==> config.mk <==
export PLATFORM = sky130hd
export DESIGN_NAME = bitfusion_ctrl
export DESIGN_NICKNAME = d
export VERILOG_FILES = /design/src/rtl/bitfusion_ctrl_pkg.sv /design/src/rtl/bitfusion_wavefront.sv /design/src/rtl/bitfusion_ctrl.sv
export SDC_FILE = /design/constraint.sdc
export NUM_CORES = 1
export LEC_CHECK = 0
export ABC_AREA = 1
export BUFFER_PORTS_ARGS = -buffer_cell sky130_fd_sc_hd__clkbuf_2
export CAP_MARGIN = 20
export CORE_MARGIN = 4
export CORE_UTILIZATION = 39
export CTS_BUF_LIST = sky130_fd_sc_hd__clkbuf_4
export CTS_CLUSTER_SIZE = 14
export DETAILED_ROUTE_END_ITERATION = 8
export PLACE_DENSITY_LB_ADDON = 0.05
export SLEW_MARGIN = 20
export SYNTH_ARGS = -nofsm -noshare
export SYNTH_HDL_FRONTEND = slang
export SYNTH_SLANG_ARGS = --single-unit
==> constraint.sdc <==
create_clock -name clk -period 2.7 [get_ports clk]
set_clock_uncertainty 0.2 [all_clocks]
set_input_delay 0.54 -clock clk [delete_from_list [all_inputs] [get_ports clk]]
set_output_delay 0.54 -clock clk [all_outputs]
set_load 0.005 [all_outputs]
==> src/rtl/bitfusion_ctrl_pkg.sv <==
// Shared types and helpers for the bitfusion sequencer: FSM states, one-hot
// bitwidth codes and the compute-beat count derived from the bitwidth pair.
package bitfusion_ctrl_pkg;

    typedef enum logic [2:0] {
        S_IDLE,
        S_LOAD_I,
        S_LOAD_W,
        S_CLEAR,
        S_COMPUTE,
        S_DRAIN
    } state_t;

    typedef logic [2:0] bw_code_t;

    localparam bw_code_t BW_2 = 3'b001;
    localparam bw_code_t BW_4 = 3'b010;
    localparam bw_code_t BW_8 = 3'b100;

    function automatic logic bw_valid(bw_code_t code);
        return (code == BW_2) || (code == BW_4) || (code == BW_8);
    endfunction

    function automatic int bw_bits(bw_code_t code);
        case (code)
            BW_2:    return 2;
            BW_4:    return 4;
            BW_8:    return 8;
            default: return 0;
        endcase
    endfunction

    // Narrower operand sets how many bit-slices of a buffer word each FU must stream.
    function automatic int beats_f(bw_code_t in_bw, bw_code_t wt_bw, int data_w);
        int bi;
        int bw;
        bi = bw_bits(in_bw);
        bw = bw_bits(wt_bw);
        return data_w * ((bi < bw) ? bi : bw) / 64;
    endfunction

endpackage

==> src/rtl/bitfusion_wavefront.sv <==
// Diagonal read-enable generator: FU [r][c] is enabled for BEATS cycles
// starting at compute cycle r+c. Outputs are registered.
module bitfusion_wavefront #(
    parameter int N   = 2,
    parameter int T_W = 3,
    parameter int B_W = 3
) (
    input  logic             clk,
    input  logic             nRST,
    input  logic [T_W-1:0]   t,
    input  logic [B_W-1:0]   beats,
    input  logic             active,
    output logic [N*N-1:0]   weight_rd_en,
    output logic [N-1:0]     input_rd_en
);

    always_ff @(posedge clk or negedge nRST) begin
        if (!nRST) begin
            weight_rd_en <= '0;
            input_rd_en  <= '0;
        end else begin
            for (int r = 0; r < N; r++) begin
                for (int c = 0; c < N; c++) begin
                    weight_rd_en[r*N+c] <= active && (int'(t) >= r + c)
                                           && (int'(t) < r + c + int'(beats));
                end
                input_rd_en[r] <= active && (int'(t) >= r) && (int'(t) < r + int'(beats));
            end
        end
    end

endmodule

==> src/rtl/bitfusion_ctrl.sv <==
// Bitfusion array sequencer: load IBUF/WBUF over a valid/ready port, optional
// accumulator clear, diagonal compute wavefront, drain, done. Optional
// BITFUSION_CTRL_PERF_EN adds busy/stall cycle counters.
module bitfusion_ctrl
    import bitfusion_ctrl_pkg::*;
#(
    parameter int ARRAY_SIZE   = 2,
    parameter int DATA_W       = 32,
    parameter int DRAIN_CYCLES = 4
) (
    input  logic                           clk,
    input  logic                           nRST,
    input  logic                           start,
    input  logic [2:0]                     cfg_in_bw,
    input  logic [2:0]                     cfg_wt_bw,
    input  logic                           cfg_load_wt,
    input  logic                           cfg_clear,
    input  logic                           ld_valid,
    input  logic [DATA_W-1:0]              ld_data,
    output logic                           ld_ready,
    output logic [DATA_W-1:0]              data_in,
    output logic [ARRAY_SIZE-1:0]          IBUF_wr_en,
    output logic [ARRAY_SIZE*ARRAY_SIZE-1:0] WBUF_wr_en,
    output logic [ARRAY_SIZE-1:0]          input_rd_en,
    output logic [ARRAY_SIZE*ARRAY_SIZE-1:0] weight_rd_en,
    output logic [ARRAY_SIZE-1:0]          acc_clear,
    output logic [2:0]                     input_bitwidth,
    output logic [2:0]                     weight_bitwidth,
    output logic                           busy,
    output logic                           done,
    output logic                           cfg_err,
    output state_t                         fsm_state
`ifdef BITFUSION_CTRL_PERF_EN
    ,
    output logic [31:0]                    perf_busy_cyc,
    output logic [31:0]                    perf_stall_cyc
`endif
);

    localparam int N         = ARRAY_SIZE;
    localparam int MAX_BEATS = DATA_W / 8;
    localparam int T_W       = $clog2(2*N + MAX_BEATS);
    localparam int B_W       = $clog2(MAX_BEATS + 1);
    localparam int K_W       = $clog2(N*N + 1);
    localparam int D_W       = $clog2(DRAIN_CYCLES + 1);

    state_t         state;
    logic [K_W-1:0] word_cnt;
    logic [T_W-1:0] t;
    logic [T_W-1:0] t_last;
    logic [D_W-1:0] drain_cnt;
    logic [B_W-1:0] beats;
    logic           load_wt;
    logic           clear_en;
    logic           cfg_ok;
    logic           handshake;
    state_t         post_load_state;

    assign cfg_ok          = bw_valid(cfg_in_bw) && bw_valid(cfg_wt_bw);
    assign handshake       = ld_valid && ld_ready;
    assign beats           = B_W'(beats_f(input_bitwidth, weight_bitwidth, DATA_W));
    assign t_last          = T_W'(2*(N-1) + int'(beats) - 1);
    assign post_load_state = clear_en ? S_CLEAR : S_COMPUTE;
    assign fsm_state       = state;

    // ld_ready is a registered level: high for every cycle of the load states,
    // dropped on the edge that accepts the final word of the phase.
    always_ff @(posedge clk or negedge nRST) begin
        if (!nRST) begin
            state           <= S_IDLE;
            word_cnt        <= '0;
            t               <= '0;
            drain_cnt       <= '0;
            load_wt         <= 1'b0;
            clear_en        <= 1'b0;
            ld_ready        <= 1'b0;
            data_in         <= '0;
            IBUF_wr_en      <= '0;
            WBUF_wr_en      <= '0;
            acc_clear       <= '0;
            input_bitwidth  <= '0;
            weight_bitwidth <= '0;
            busy            <= 1'b0;
            done            <= 1'b0;
            cfg_err         <= 1'b0;
        end else begin
            IBUF_wr_en <= '0;
            WBUF_wr_en <= '0;
            acc_clear  <= '0;
            done       <= 1'b0;
            case (state)
                S_IDLE: begin
                    if (start) begin
                        if (cfg_ok) begin
                            input_bitwidth  <= cfg_in_bw;
                            weight_bitwidth <= cfg_wt_bw;
                            load_wt         <= cfg_load_wt;
                            clear_en        <= cfg_clear;
                            cfg_err         <= 1'b0;
                            busy            <= 1'b1;
                            ld_ready        <= 1'b1;
                            word_cnt        <= '0;
                            state           <= S_LOAD_I;
                        end else begin
                            cfg_err <= 1'b1;
                        end
                    end
                end
                S_LOAD_I: begin
                    if (handshake) begin
                        data_in    <= ld_data;
                        IBUF_wr_en <= N'(1) << word_cnt;
                        if (word_cnt == K_W'(N-1)) begin
                            word_cnt <= '0;
                            if (load_wt) begin
                                state <= S_LOAD_W;
                            end else begin
                                ld_ready  <= 1'b0;
                                acc_clear <= {N{clear_en}};
                                t         <= '0;
                                state     <= post_load_state;
                            end
                        end else begin
                            word_cnt <= word_cnt + 1'b1;
                        end
                    end
                end
                S_LOAD_W: begin
                    if (handshake) begin
                        data_in    <= ld_data;
                        WBUF_wr_en <= (N*N)'(1) << word_cnt;
                        if (word_cnt == K_W'(N*N-1)) begin
                            word_cnt  <= '0;
                            ld_ready  <= 1'b0;
                            acc_clear <= {N{clear_en}};
                            t         <= '0;
                            state     <= post_load_state;
                        end else begin
                            word_cnt <= word_cnt + 1'b1;
                        end
                    end
                end
                S_CLEAR: begin
                    t     <= '0;
                    state <= S_COMPUTE;
                end
                S_COMPUTE: begin
                    if (t == t_last) begin
                        drain_cnt <= '0;
                        state     <= S_DRAIN;
                    end else begin
                        t <= t + 1'b1;
                    end
                end
                S_DRAIN: begin
                    // Enables lag the state by one register, so the drain window
                    // is counted from the last visible enable.
                    if (drain_cnt == D_W'(DRAIN_CYCLES)) begin
                        busy  <= 1'b0;
                        state <= S_IDLE;
                    end else begin
                        drain_cnt <= drain_cnt + 1'b1;
                        if (drain_cnt == D_W'(DRAIN_CYCLES-1)) done <= 1'b1;
                    end
                end
                default: state <= S_IDLE;
            endcase
        end
    end

    bitfusion_wavefront #(
        .N   (N),
        .T_W (T_W),
        .B_W (B_W)
    ) u_wavefront (
        .clk          (clk),
        .nRST         (nRST),
        .t            (t),
        .beats        (beats),
        .active       (state == S_COMPUTE),
        .weight_rd_en (weight_rd_en),
        .input_rd_en  (input_rd_en)
    );

`ifdef BITFUSION_CTRL_PERF_EN
    always_ff @(posedge clk or negedge nRST) begin
        if (!nRST) begin
            perf_busy_cyc  <= '0;
            perf_stall_cyc <= '0;
        end else if (state == S_IDLE && start && cfg_ok) begin
            perf_busy_cyc  <= '0;
            perf_stall_cyc <= '0;
        end else begin
            if (busy && perf_busy_cyc != '1) perf_busy_cyc <= perf_busy_cyc + 1'b1;
            if ((state == S_LOAD_I || state == S_LOAD_W) && !ld_valid && perf_stall_cyc != '1)
                perf_stall_cyc <= perf_stall_cyc + 1'b1;
        end
    end
`endif

endmodule

======== After elaboration in Yosys (flattened, before gate mapping) ========
Index checks and enable logic that the tools add are counted.
cells by class
  equal/unequal tests ..................... 33
  order comparisons ....................... 6
  bitwise gates (word level) .............. 1
  shift-type cells ........................ 2
  mux-type cells .......................... 55
  $add $sub $neg .......................... 7
  reduce and logical (&&, ||, !) cells .... 26
operators by type and width
  cell                   count
  $mux W3                24
  $lt A32 B32 Y1         1
  $lt A4 B32 Y1          1
  $eq A3 B2 Y1 const B   8
  $pmux W4 S3            2
  $ne A2 B2 Y1 const B   11
  $eq A3 B3 Y1 const B   7
  $eq A3 B1 Y1 const B   6
  $pmux W3 S6            1
  $reduce_and A8 Y1      2
  $mux W2                7
  $mux W1                12
  $mux W4                3
  $pmux W3 S4            1
  $add A3 B1 Y3 const B  3
  $pmux W3 S3            1
  $logic_and A1 B1 Y1    7
  $reduce_and A7 Y1      1
  $pmux W3 S2            1
  $reduce_and A3 Y1      2
  $reduce_and A5 Y1      1
  $add A1 B3 Y4 const A  1
  $add A2 B3 Y4 const A  1
  $logic_or A1 B1 Y1     4
  20 further kinds       22
storage, ports and cells
  output and inout bits ................... 59
  input port bits ......................... 44
  word-level logic and storage cells ...... 148
  register bits ........................... 70

======== Longest topological paths before layout ========
Gate-level depths: netlist (run 1).
  depth after elaboration ................. 11
  depth in mapped cells ................... 21

======== Hierarchy ========
Synthesis (run 1) repeated with hierarchy kept, for this count alone.
unflattened totals
  cell total of the unflattened synthesis .. 354
  area, all modules ....................... 3394.5 µm²
by module, submodules not included
  module               sequential area each (µm²)  area each (µm²)  cells each  instances
  bitfusion_ctrl       1576.5                      3051.7           307         1
  bitfusion_wavefront  75.1                        342.8            47          1

======== Least setup slack after synthesis (run 1) ========
Ideal clock, no wire load.
  kind .................................... register to register
  from .................................... register weight_bitwidth[0]
  to ...................................... register state[0], in the netlist fsm_state[0]
  arrival time ............................ 2596 ps
  clock period less this slack ............ 2913 ps
  setup slack ............................. -213 ps
  cell stages (with the launch flop) ...... 18
  required time ........................... 2383 ps
  cells stage by stage .................... dfrtp_1 nor3_1 inv_1 ha_1 a21oi_1 nand2_2 o21ai_1 inv_1 ha_1 inv_1 ha_1 inv_1 nor2_1 nand2_2 nand2_4 nand2_1 nand2_1 nand2_1
on the way
  word-level cells in the longest chain between the ends .. 11
  elaborated cells between the ends (all ways) .. 13
  those cells by class .................... 3 x add/sub; 1 x order compare; 5 x eq/ne; 2 x mux; 1 x bitwise; 1 x reduce/logical
ends and longest elaborated chain
  element                               RTL line                  text
  start, declared                       bitfusion_ctrl.sv:28      output logic [2:0] weight_bitwidth,
  start signal, assigned                bitfusion_ctrl.sv:96      weight_bitwidth <= cfg_wt_bw;
  $eq A3 B3 Y1 (tied with other cells)  bitfusion_ctrl_pkg.sv:25  case (code)
  $pmux W4 S3 *                         bitfusion_ctrl_pkg.sv:25
  $lt A32 B32 Y1                        bitfusion_ctrl_pkg.sv:39  return data_w * ((bi < bw) ? bi : bw) / 64;
  $mux W4 *                             bitfusion_ctrl_pkg.sv:39
  $and A1 B1 Y1 (no source line)        --
  $add A3 B1 Y3 (no source line) *      --
  $add A2 B3 Y4 *                       --
  $sub A3 B2 Y3 *                       bitfusion_ctrl.sv:62      assign t_last = T_W'(2*(N-1) + int'(beats) - 1);
  $eq A3 B3 Y1 *                        bitfusion_ctrl.sv:148     if (t == t_last) begin
  $ne A2 B2 Y1 (no source line) *       --
  $reduce_and A8 Y1 (no source line) *  --
  end signal, assigned                  bitfusion_ctrl.sv:121     state <= post_load_state;
  end signal, assigned                  bitfusion_ctrl.sv:137     state <= post_load_state;
  end, declared                         bitfusion_ctrl.sv:47      state_t state;
Mark *: on every way between the ends. The rest lies on a longest branch, timed or not.
A chain may end at the register's enable or synchronous reset.

======== Worst setup path after layout (run 1) ========
  from .................................... register weight_bitwidth[2]
  to ...................................... register drain_cnt[2]
on the way
  word-level cells in the longest chain between the ends .. 11
  elaborated cells between the ends (all ways) .. 13
  those cells by class .................... 3 x add/sub; 1 x order compare; 5 x eq/ne; 2 x mux; 1 x bitwise; 1 x reduce/logical
ends and longest elaborated chain
  element                               RTL line                  text
  $eq A3 B3 Y1 (tied with other cells)  bitfusion_ctrl_pkg.sv:25
  $pmux W4 S3 *                         bitfusion_ctrl_pkg.sv:25
  $lt A32 B32 Y1                        bitfusion_ctrl_pkg.sv:39
  $mux W4 *                             bitfusion_ctrl_pkg.sv:39
  $and A1 B1 Y1 (no source line)        --
  $add A3 B1 Y3 (no source line) *      --
  $add A2 B3 Y4 *                       --
  $sub A3 B2 Y3 *                       bitfusion_ctrl.sv:62
  $eq A3 B3 Y1 *                        bitfusion_ctrl.sv:148
  $ne A2 B2 Y1 (no source line) *       --
  $reduce_and A3 Y1 (no source line) *  --
  end signal, assigned                  bitfusion_ctrl.sv:162     drain_cnt <= drain_cnt + 1'b1;
  end, declared                         bitfusion_ctrl.sv:51      logic [D_W-1:0] drain_cnt;
Marks and branches as above.

==> results of run 1 <==
[worst max-delay path by stage]
| stage | start | slack [ns] | to |
|---|---|---|---|
| 4_1_cts | weight_bitwidth[1]$_DFFE_PN0P_ | -0.20 | fsm_state[0]$_DFFE_PN0P_ |
| 5_1_grt | weight_bitwidth[2]$_DFFE_PN0P_ | -0.34 | drain_cnt[1]$_DFFE_PN0P_ |
| 3_3_place_gp | input_bitwidth[1]$_DFFE_PN0P_ | -0.16 | drain_cnt[2]$_DFFE_PN0P_ |
| 3_5_place_dp | weight_bitwidth[2]$_DFFE_PN0P_ | -0.23 | drain_cnt[2]$_DFFE_PN0P_ |
| 2_1_floorplan | weight_bitwidth[2]$_DFFE_PN0P_ | -0.08 | fsm_state[0]$_DFFE_PN0P_ |
| 6_report | weight_bitwidth[2]$_DFFE_PN0P_ | -0.20 | drain_cnt[2]$_DFFE_PN0P_ |
[critical path: cells and delay by family, from the launching register on]
kind                       cells  cell delay, ns
adders and majority gates      3            0.82
buffers and inverters          6            0.33
and+or+nand+nor               11            0.97
AOI/OAI and AO/OA              1            0.06
DFF                            1            0.44
[final cells by class]
class	instances	area (um^2)	share of cell area (%)
tap	105	131	2.85
clock inverter	7	68.8	1.49
timing repair buffer	135	786	17.1
sequential	66	1650	35.9
multi-input combinational	289	1710	37.2
inverter	49	184	3.99
clock buffer	9	67.6	1.47
[per-layer routing]
metal  vias up  part of all wire [%]  global-route usage [%]
met3        13                   4.8                    3.14
met5         -                     0                       0
met4         0                   1.5                    6.36
li1       1572                     -                       -
met1      1422                    43                    21.6
met2        62                    50                    29.0
[logic make-up (layout without fill, tap and decap cells)]
logic type      count (synthesis)  after routing  synth area share [%]
compound gates                 36             36                  6.55
fa+ha+maj                      25             25                  9.09
simple gates                  225            225                  28.0
buf+inv                        60            200                  7.53
xor+xnor                        3              3                 0.764
flops                          66             66                  48.0
[cells in the mapped netlist (3+ instances only)]
master and n:
dfrtp_1 66, a21oi_1 10, ha_1 25, buf_2 3, buf_4 8, nor3_1 8
nand2_4 3, inv_1 42, nand4_1 3, nand3_1 21, o21ai_0 16, nand2_1 157
nand2_2 7, inv_2 7, nor2_1 20
[stage by stage]
step                setup WS, ns  cells
detailed placement        -0.231    630
floorplan                -0.0808    415
CTS                       -0.199    654
global placement          -0.157    630
global route              -0.338    660
finish                    -0.197    660
[timing repair]
action / 4_1_cts / 5_1_grt
resized for setup: 12 / 26
pin swaps: 15 / 14
setup endpoints to repair: 10 / 12
hold buffers: 1 / 0
setup buffers: 7 / 6
hold endpoints to repair: 22 / 0
[where the power goes]
part           leakage [nW]  switching [W]  internal, W  total (W)
clock network        0.0737       0.000396     0.000280   0.000676
registers             0.855       0.000258      0.00132    0.00158
logic                  1.63        0.00164      0.00142    0.00306
total                  2.56        0.00229      0.00302    0.00531
[cell usage in the layout, fill, tap and decap left out, drive strengths merged, types with 2 or more instances in the layout]
cell type / count
nand2: 167
clkbuf: 110
dfrtp: 66
inv: 50
buf: 33
ha: 25
nand3: 23
nor2: 23
o21ai: 17
a21oi: 10
nor3: 9
clkinv: 4
nand4: 3
o21a: 2
xor2: 2
[flip-flops by register name, summed over array words and instances, names as in the netlist]
signal,flops
WBUF_wr_en,4
clear_en,1
busy,1
t,3
load_wt,1
fsm_state,3
u_wavefront.input_rd_en,1
weight_bitwidth,3
cfg_err,1
data_in,32
acc_clear,1
input_bitwidth,3
IBUF_wr_en,2
done,1
word_cnt,3
drain_cnt,3
u_wavefront.weight_rd_en,2
ld_ready,1
==> impl_metrics.toml, run 1 <==
[run_status]
outcome = "finished, violations left"
violations = "setup timing"

[synthesis]
synth_area_leaders = "dfrtp_1 (48%), nand2_1 (17%), ha_1 (9.1%), inv_1 (4.6%), nand3_1 (3.1%)"
synth_flop_cell = "dfrtp_1"
yosysTopAreaCell = "dfrtp_1"
synth-seq-area-share_pct = 48.0
async_reset_ff_share_pct = 100
synthCells = 415
yosys.area.top_type_share_pct = 48.0
mappedNetlistNets = 484
yosys.cell_types.count = 30
ys_warn_count = 0
syn_avg_cell_area_um2 = 8.29
synth_seq_cells = 66
synth_edf_count = 0
syn_area_mm2 = 0.00344

[setup_path]
cp_max_fo = 8
r2r_start = "weight_bitwidth[2]$_DFFE_PN0P_"
r2r_slack_ns = -0.20
startpoint_type = "register"
crit_top_cell = "inv_2"
worstSetupEndpointType = "register"
required_ns = 2.84
path_cells = "inv_2, nor3_4, inv_2, ha_4, nand2_2, inv_2, nand2_4, nand2_4, nand2_4, o21ai_4, inv_2, ha_4, inv_2, ha_4, inv_2, nor2_2, nand2_2, nand2_4, nand2_4, nand2_2, nand2_1"
arrival_ns = 3.04
crit_slowest_cell = "dfrtp_2"
max_stage_delay_ns = 0.44
timing.rr.end = "drain_cnt[2]$_DFFE_PN0P_"
critPathKind = "reg -> reg"
rr_worst_depth = 21

[timing]
grt_setup_unrepaired = "yes"
hold_viol_final = 0
fin_setup_tns_ns = -1.53
tightest_slew_ns = 0.572
fin_hold_ws_ns = 0.0978
relSlewSlack_pct = 61.9
setup_viol = 9
finalMaxSlewViolations = 0
period_minus_slack_ns = 2.90
setup_slack_ns = -0.197
period_share_pct = 107
max_freq_mhz = 345

[run]
drv_cap = 0

[min_path]
hp-class = "in -> reg"
hold_depth = 3
hold-path-endpoint = "data_in[15]$_DFFE_PN0P_"
hp-start = "ld_data[15]"

[pwr]
peakVddDrop_mv = 0.545
powerDensity_mw_per_mm2 = 1150
power_w = 0.00531
p_leak_nw = 2.56

[layout]
drive_above_1_share_pct = 37.5
fillers = 837
synthToLayoutAreaGrowth_pct = 33.9
post-route-util_pct = 54.9
layout.nets = 619
diodes = 0
design_area_mm2 = 0.00461

[die]
die_h_um = 102
start_util_pct = 41.0
ioPinCount = 103
die_w_um = 102
fp-row-count = 33
die-area_mm2 = 0.0104
core_mm2 = 0.00838

[cts]
numCtsBuffers = 9
path_clk_slew_ns = 0.13
cts_max_level = 3
clock_latency_ns = 0.43
clockRootBuffer = "clkbuf_4"
cts_buffer_depth = 2
cts_tree = "done"
cts_sinks = 66

[route]
detail-route-antenna-nets = 0
wl_um = 8690
drc_errors = 0
dr_total_vias = 3069
dr.pass1.iters = 4
wl_per_cell_um = 13.2
drt-initial-drc-count = 74
via_per_inst = 4.65

[placed_design]
dpl_cell_area_mm2 = 0.00421
io_buffers = 102
gp_congestion = 0.817
post-dp-hpwl_um = 6280

[global_route]
antenna_found_initial = 0
grt_pass1_wl_um = 13900
grt_overflow_total = 0
grt_pass1_vias = 2994
grt.total_usage_pct = 17.0
grt_max_degree = 34
(Power assumes the default switching activity.)
==> run 2: changes to the inputs <==
Settings changed: CELL_PAD_IN_SITES_DETAIL_PLACEMENT from default to 0, CELL_PAD_IN_SITES_GLOBAL_PLACEMENT from default to 1, CORE_UTILIZATION 39 to 35, GPL_TIMING_DRIVEN from default to 1.
==> impl_metrics.toml, run 2 (synthesized netlist as in run 1, its figures left out) <==
[timing]
grt_setup_unrepaired = "yes"
relSlewSlack_pct = 63.0
finalMaxSlewViolations = 0
setup_slack_ns = -0.186
hold_viol_final = 0
setup_viol = 10
max_freq_mhz = 346
fin_setup_tns_ns = -1.42
tightest_slew_ns = 0.555
period_minus_slack_ns = 2.89
period_share_pct = 107

[setup_path]
arrival_ns = 2.99
setup.worst_path.start = "weight_bitwidth[1]$_DFFE_PN0P_"
startpoint_type = "register"
worstSetupEndpointType = "register"
cp_max_fo = 8
required_ns = 2.81
critPathKind = "reg -> reg"
r2r_start = "weight_bitwidth[1]$_DFFE_PN0P_"

[placed_design]
place_ws_ns = -0.262
io_buffers = 102
post-dp-hpwl_um = 6490
gp_congestion = 0.744
dpl_cell_area_mm2 = 0.00423

[cts]
clock_latency_ns = 0.40
cts_max_level = 3
cts_sinks = 66
numCtsBuffers = 9
path_clk_slew_ns = 0.13
cts_buffer_depth = 2
clockRootBuffer = "clkbuf_4"
cts_tree = "done"

[die]
fp-row-count = 35
die_h_um = 107
die-area_mm2 = 0.0115
ioPinCount = 103
start_util_pct = 36.5
die_w_um = 107
core_mm2 = 0.00942

[global_route]
grt.total_usage_pct = 15.5
antenna_found_initial = 0
grt_pass1_vias = 2969
grt_overflow_total = 0
grt_max_degree = 47
grt_pass1_wl_um = 14200

[run_status]
violations = "setup timing"
outcome = "finished, violations left"

[route]
dr.pass1.iters = 4
top_layer = "met4"
wl_met3_um = 388
route.met2.wl_um = 4130
detail-route-antenna-nets = 0
dr_total_vias = 3018
drt-initial-drc-count = 132
via_per_inst = 4.47
wl_per_cell_um = 12.8
met1Wirelength_um = 4010
wl_um = 8610
drc_errors = 0

[run]
drv_cap = 0

[min_path]
hp-class = "in -> reg"
hp-start = "ld_data[19]"

[layout]
layout.nets = 610
drive_above_1_share_pct = 37.4
synthToLayoutAreaGrowth_pct = 35.8
design_area_mm2 = 0.00467
regMostFlops = "data_in"
largest_reg_flops = 32
final_common_cell = "nand2_1"
final_cell_mix = "nand2_1 (150), clkbuf_2 (101), dfrtp_1 (63), inv_1 (33), nand3_1 (20)"
reg.largest.list = "data_in x32, WBUF_wr_en x4"
diodes = 0

[pwr]
p_leak_nw = 2.56
peakVddDrop_mv = 0.545
powerDensity_mw_per_mm2 = 1190
run 2: cell types whose count changed in the layout (fill, tap and decap cells not counted), sizes merged:
cell / delta
clkinv: -3
clkbuf: +1
buf: -9
bufinv: +3
clkinvlp: -1
run 2: timing repair:
action / 4_1_cts / 5_1_grt
setup buffers: 3 / 2
pin swaps: 14 / 19
setup endpoints to repair: 10 / 12
endpoints found under the hold margin: 20 / 0
hold buffers: 1 / 0
resized for setup: 16 / 29
run 2: report_power, final:
group          switching [W]  leakage [nW]  internal [W]
sequential          0.000254         0.854       0.00132
combinational        0.00163          1.59       0.00138
clock               0.000380         0.111      0.000578
total                0.00226          2.56       0.00328
run 2: final timing paths:
check / slack, ns / cells past startpoint / endpoint
worst max-delay path: -0.19 / 20 / drain_cnt[1]$_DFFE_PN0P_
worst min-delay path: 0.11 / 3 / data_in[19]$_DFFE_PN0P_
worst max register to register: -0.19 / 20 / drain_cnt[1]$_DFFE_PN0P_
worst min register to register: 0.29 / 2 / data_in[26]$_DFFE_PN0P_
max in group asynchronous: 1.25 / 3 / t[2]$_DFFE_PN0P_
min in group asynchronous: 0.44 / 2 / input_bitwidth[0]$_DFFE_PN0P_
run 2: final cells by class:
cell class                 instances  area [um^2]
clock inverter                     6          138
inverter                          49          186
timing repair buffer             126          717
clock buffer                      10         75.1
fill                             903         4750
sequential                        66         1660
multi-input combinational        289         1740
tap                              129          161
run 2: routing by layer:
metal	up-vias	track usage (%)
met1	1401	20.5
met2	63	25.3
met3	7	3.85
met5	-	0
met4	0	4.02
li1	1547	-
run 2: metrics by stage:
stage | total power [W] | hold slack (ns) | utilization (%) | std cells
after global routing | 0.00604 | 0.0787 | 49.6 | 675
after detailed placement | 0.00393 | 0.265 | 44.9 | 654
after CTS | 0.00520 | 0.0817 | 48.2 | 674
after floorplan | 0.00302 | 0.0444 | - | 415
after global placement | 0.00389 | 0.261 | 44.9 | 654
final | 0.00554 | 0.112 | 49.6 | 675
run 2: critical path: stages (launching register included):
cell,delay [ns]
dfrtp_2,0.46
nor3_4,0.23
inv_2,0.07
ha_4,0.29
nand2_2,0.05
inv_2,0.06
nand2_4,0.06
nand2_4,0.12
nand2_4,0.06
o21ai_4,0.07
inv_2,0.06
ha_4,0.25
inv_2,0.04
ha_4,0.26
inv_2,0.03
nor2_2,0.08
nand2_2,0.10
nand2_4,0.13
nand2_4,0.07
nand2_1,0.07
nand2_1,0.04
==> run 3: changes to the inputs <==
Settings changed: PLACE_DENSITY_LB_ADDON 0.05 to 0.1.
==> impl_metrics.toml, run 3 (synthesized netlist as in run 1, its figures left out) <==
[run_status]
outcome = "finished, violations left"
violations = "setup timing"

[cts]
cts_tree = "done"
cts_max_level = 3
cts_buffer_depth = 2
path_clk_slew_ns = 0.13
clockRootBuffer = "clkbuf_4"
cts_sinks = 66
numCtsBuffers = 9
postCtsHoldBufs = 0
clock_latency_ns = 0.41

[die]
start_util_pct = 36.5
fp-row-count = 35
die-area_mm2 = 0.0115
ioPinCount = 103
die_h_um = 107
core_mm2 = 0.00942
die_w_um = 107

[layout]
post-route-util_pct = 48.0
largest_reg_flops = 32
regMostFlops = "data_in"
synthToLayoutAreaGrowth_pct = 31.5
final_cell_mix = "nand2_1 (150), clkbuf_2 (101), dfrtp_1 (66), inv_1 (37), buf_4 (24)"
diodes = 0
final_common_cell = "nand2_1"
reg.largest.list = "data_in x32, WBUF_wr_en x4"
drive_above_1_share_pct = 35.8
layout.nets = 612

[pwr]
clkPwrFrac_pct = 14.0
p_sw_w = 0.00215
peakVddDrop_mv = 0.378
p_leak_nw = 2.53
swShare_pct = 43.1
powerDensity_mw_per_mm2 = 1100
p_int_w = 0.00284
power_frac_seq_pct = 31.3
combinationalPowerShare_pct = 54.8

[route]
drc_errors = 0
detail-route-antenna-nets = 0
via_per_inst = 4.38
wl_um = 8620
wl_per_cell_um = 12.7
drt-initial-drc-count = 107
dr_total_vias = 2965
dr.pass1.iters = 4

[setup_path]
critPathKind = "reg -> reg"
startpoint_type = "register"
r2r_slack_ns = -0.23
timing.rr.end = "drain_cnt[2]$_DFFE_PN0P_"
rr_worst_depth = 21
cp_max_fo = 8
r2r_start = "weight_bitwidth[1]$_DFFE_PN0P_"
arrival_ns = 3.02
worstSetupEndpointType = "register"
required_ns = 2.79

[timing]
max_freq_mhz = 341
fin_setup_tns_ns = -1.88
grt_setup_unrepaired = "yes"
tightest_slew_ns = 0.889
period_minus_slack_ns = 2.93
fin_hold_ws_ns = 0.0307
finalMaxSlewViolations = 0
period_share_pct = 108
setup_viol = 10
setup_slack_ns = -0.229
relSlewSlack_pct = 40.8
hold_viol_final = 0

[global_route]
grt_max_degree = 40
use_met2_pct = 24.9
grtUsageMet1_pct = 21.0
globalRoute.busiestLayer = "met2"
grt_pass1_vias = 3001
antenna_found_initial = 0
met3_usage_pct = 4.70
grt.total_usage_pct = 15.7
grt_pass1_wl_um = 14400
grt_overflow_total = 0

[run]
drv_cap = 0

[min_path]
hp-class = "in -> async"

[placed_design]
gp_congestion = 0.782
io_buffers = 102
post-dp-hpwl_um = 6510
## run 3: worst max path at each step
stage                                        start                  endpoint  slack [ns]
finish              weight_bitwidth[1]$_DFFE_PN0P_  drain_cnt[2]$_DFFE_PN0P_       -0.23
global route        weight_bitwidth[1]$_DFFE_PN0P_  drain_cnt[1]$_DFFE_PN0P_       -0.43
CTS                 weight_bitwidth[2]$_DFFE_PN0P_  drain_cnt[2]$_DFFE_PN0P_       -0.20
detailed placement  weight_bitwidth[1]$_DFFE_PN0P_  fsm_state[1]$_DFFE_PN0P_       -0.22
global placement    weight_bitwidth[1]$_DFFE_PN0P_  fsm_state[0]$_DFFE_PN0P_       -0.14
floorplan           weight_bitwidth[2]$_DFFE_PN0P_  fsm_state[0]$_DFFE_PN0P_       -0.08
## run 3: final cells by class
class	instances	area, um^2
clock buffers	9	67.6
clock inverters	7	75.1
fillers	959	4890
inverters	49	184
multi-input cells	289	1670
flip-flops and latches	66	1650
well taps	129	161
repair buffers	128	713
## run 3: timing repair
item	in CTS	in global routing
gates resized for setup	15	13
pin swaps	12	13
setup buffers	5	1
setup endpoints to repair	11	11
## run 3: layer usage
| metal | wire, um | vias up |
|---|---|---|
| met5 | 0 | - |
| met4 | 97 | 0 |
| met3 | 519 | 9 |
| met2 | 3950 | 81 |
| met1 | 4060 | 1323 |
| li1 | - | 1552 |
## run 3: power groups by stage
stage | registers, W | logic, W | clock network [W]
CTS | 0.00156 | 0.00262 | 0.000724
detailed placement | 0.00158 | 0.00233 | 0
floorplan | 0.00158 | 0.00143 | 0
finish | 0.00156 | 0.00273 | 0.000696
global placement | 0.00157 | 0.00231 | 0
global route | 0.00161 | 0.00309 | 0.000778
## run 3: metrics by stage
stage | instances | power [W] | setup slack (ns) | instance area (um^2)
6_report | 677 | 0.00498 | -0.229 | 4520
3_5_place_dp | 655 | 0.00391 | -0.217 | 4220
5_1_grt | 677 | 0.00547 | -0.428 | 4520
3_3_place_gp | 655 | 0.00388 | -0.135 | 4220
4_1_cts | 676 | 0.00490 | -0.196 | 4460
2_1_floorplan | 415 | 0.00302 | -0.0808 | 3470
## run 3: worst max-delay path: stages, from the launching register on
cell,delay (ns)
dfrtp_1,0.41
buf_6,0.13
nor3_4,0.20
inv_2,0.07
ha_4,0.29
nand2_2,0.05
inv_2,0.06
nand2_4,0.06
nand2_4,0.09
nand2_2,0.05
o21ai_2,0.06
inv_1,0.05
ha_1,0.28
inv_2,0.04
ha_4,0.26
inv_2,0.03
nor2_2,0.08
nand2_2,0.08
nand2_4,0.13
nand2_4,0.07
nand2_2,0.06
nand2_1,0.04
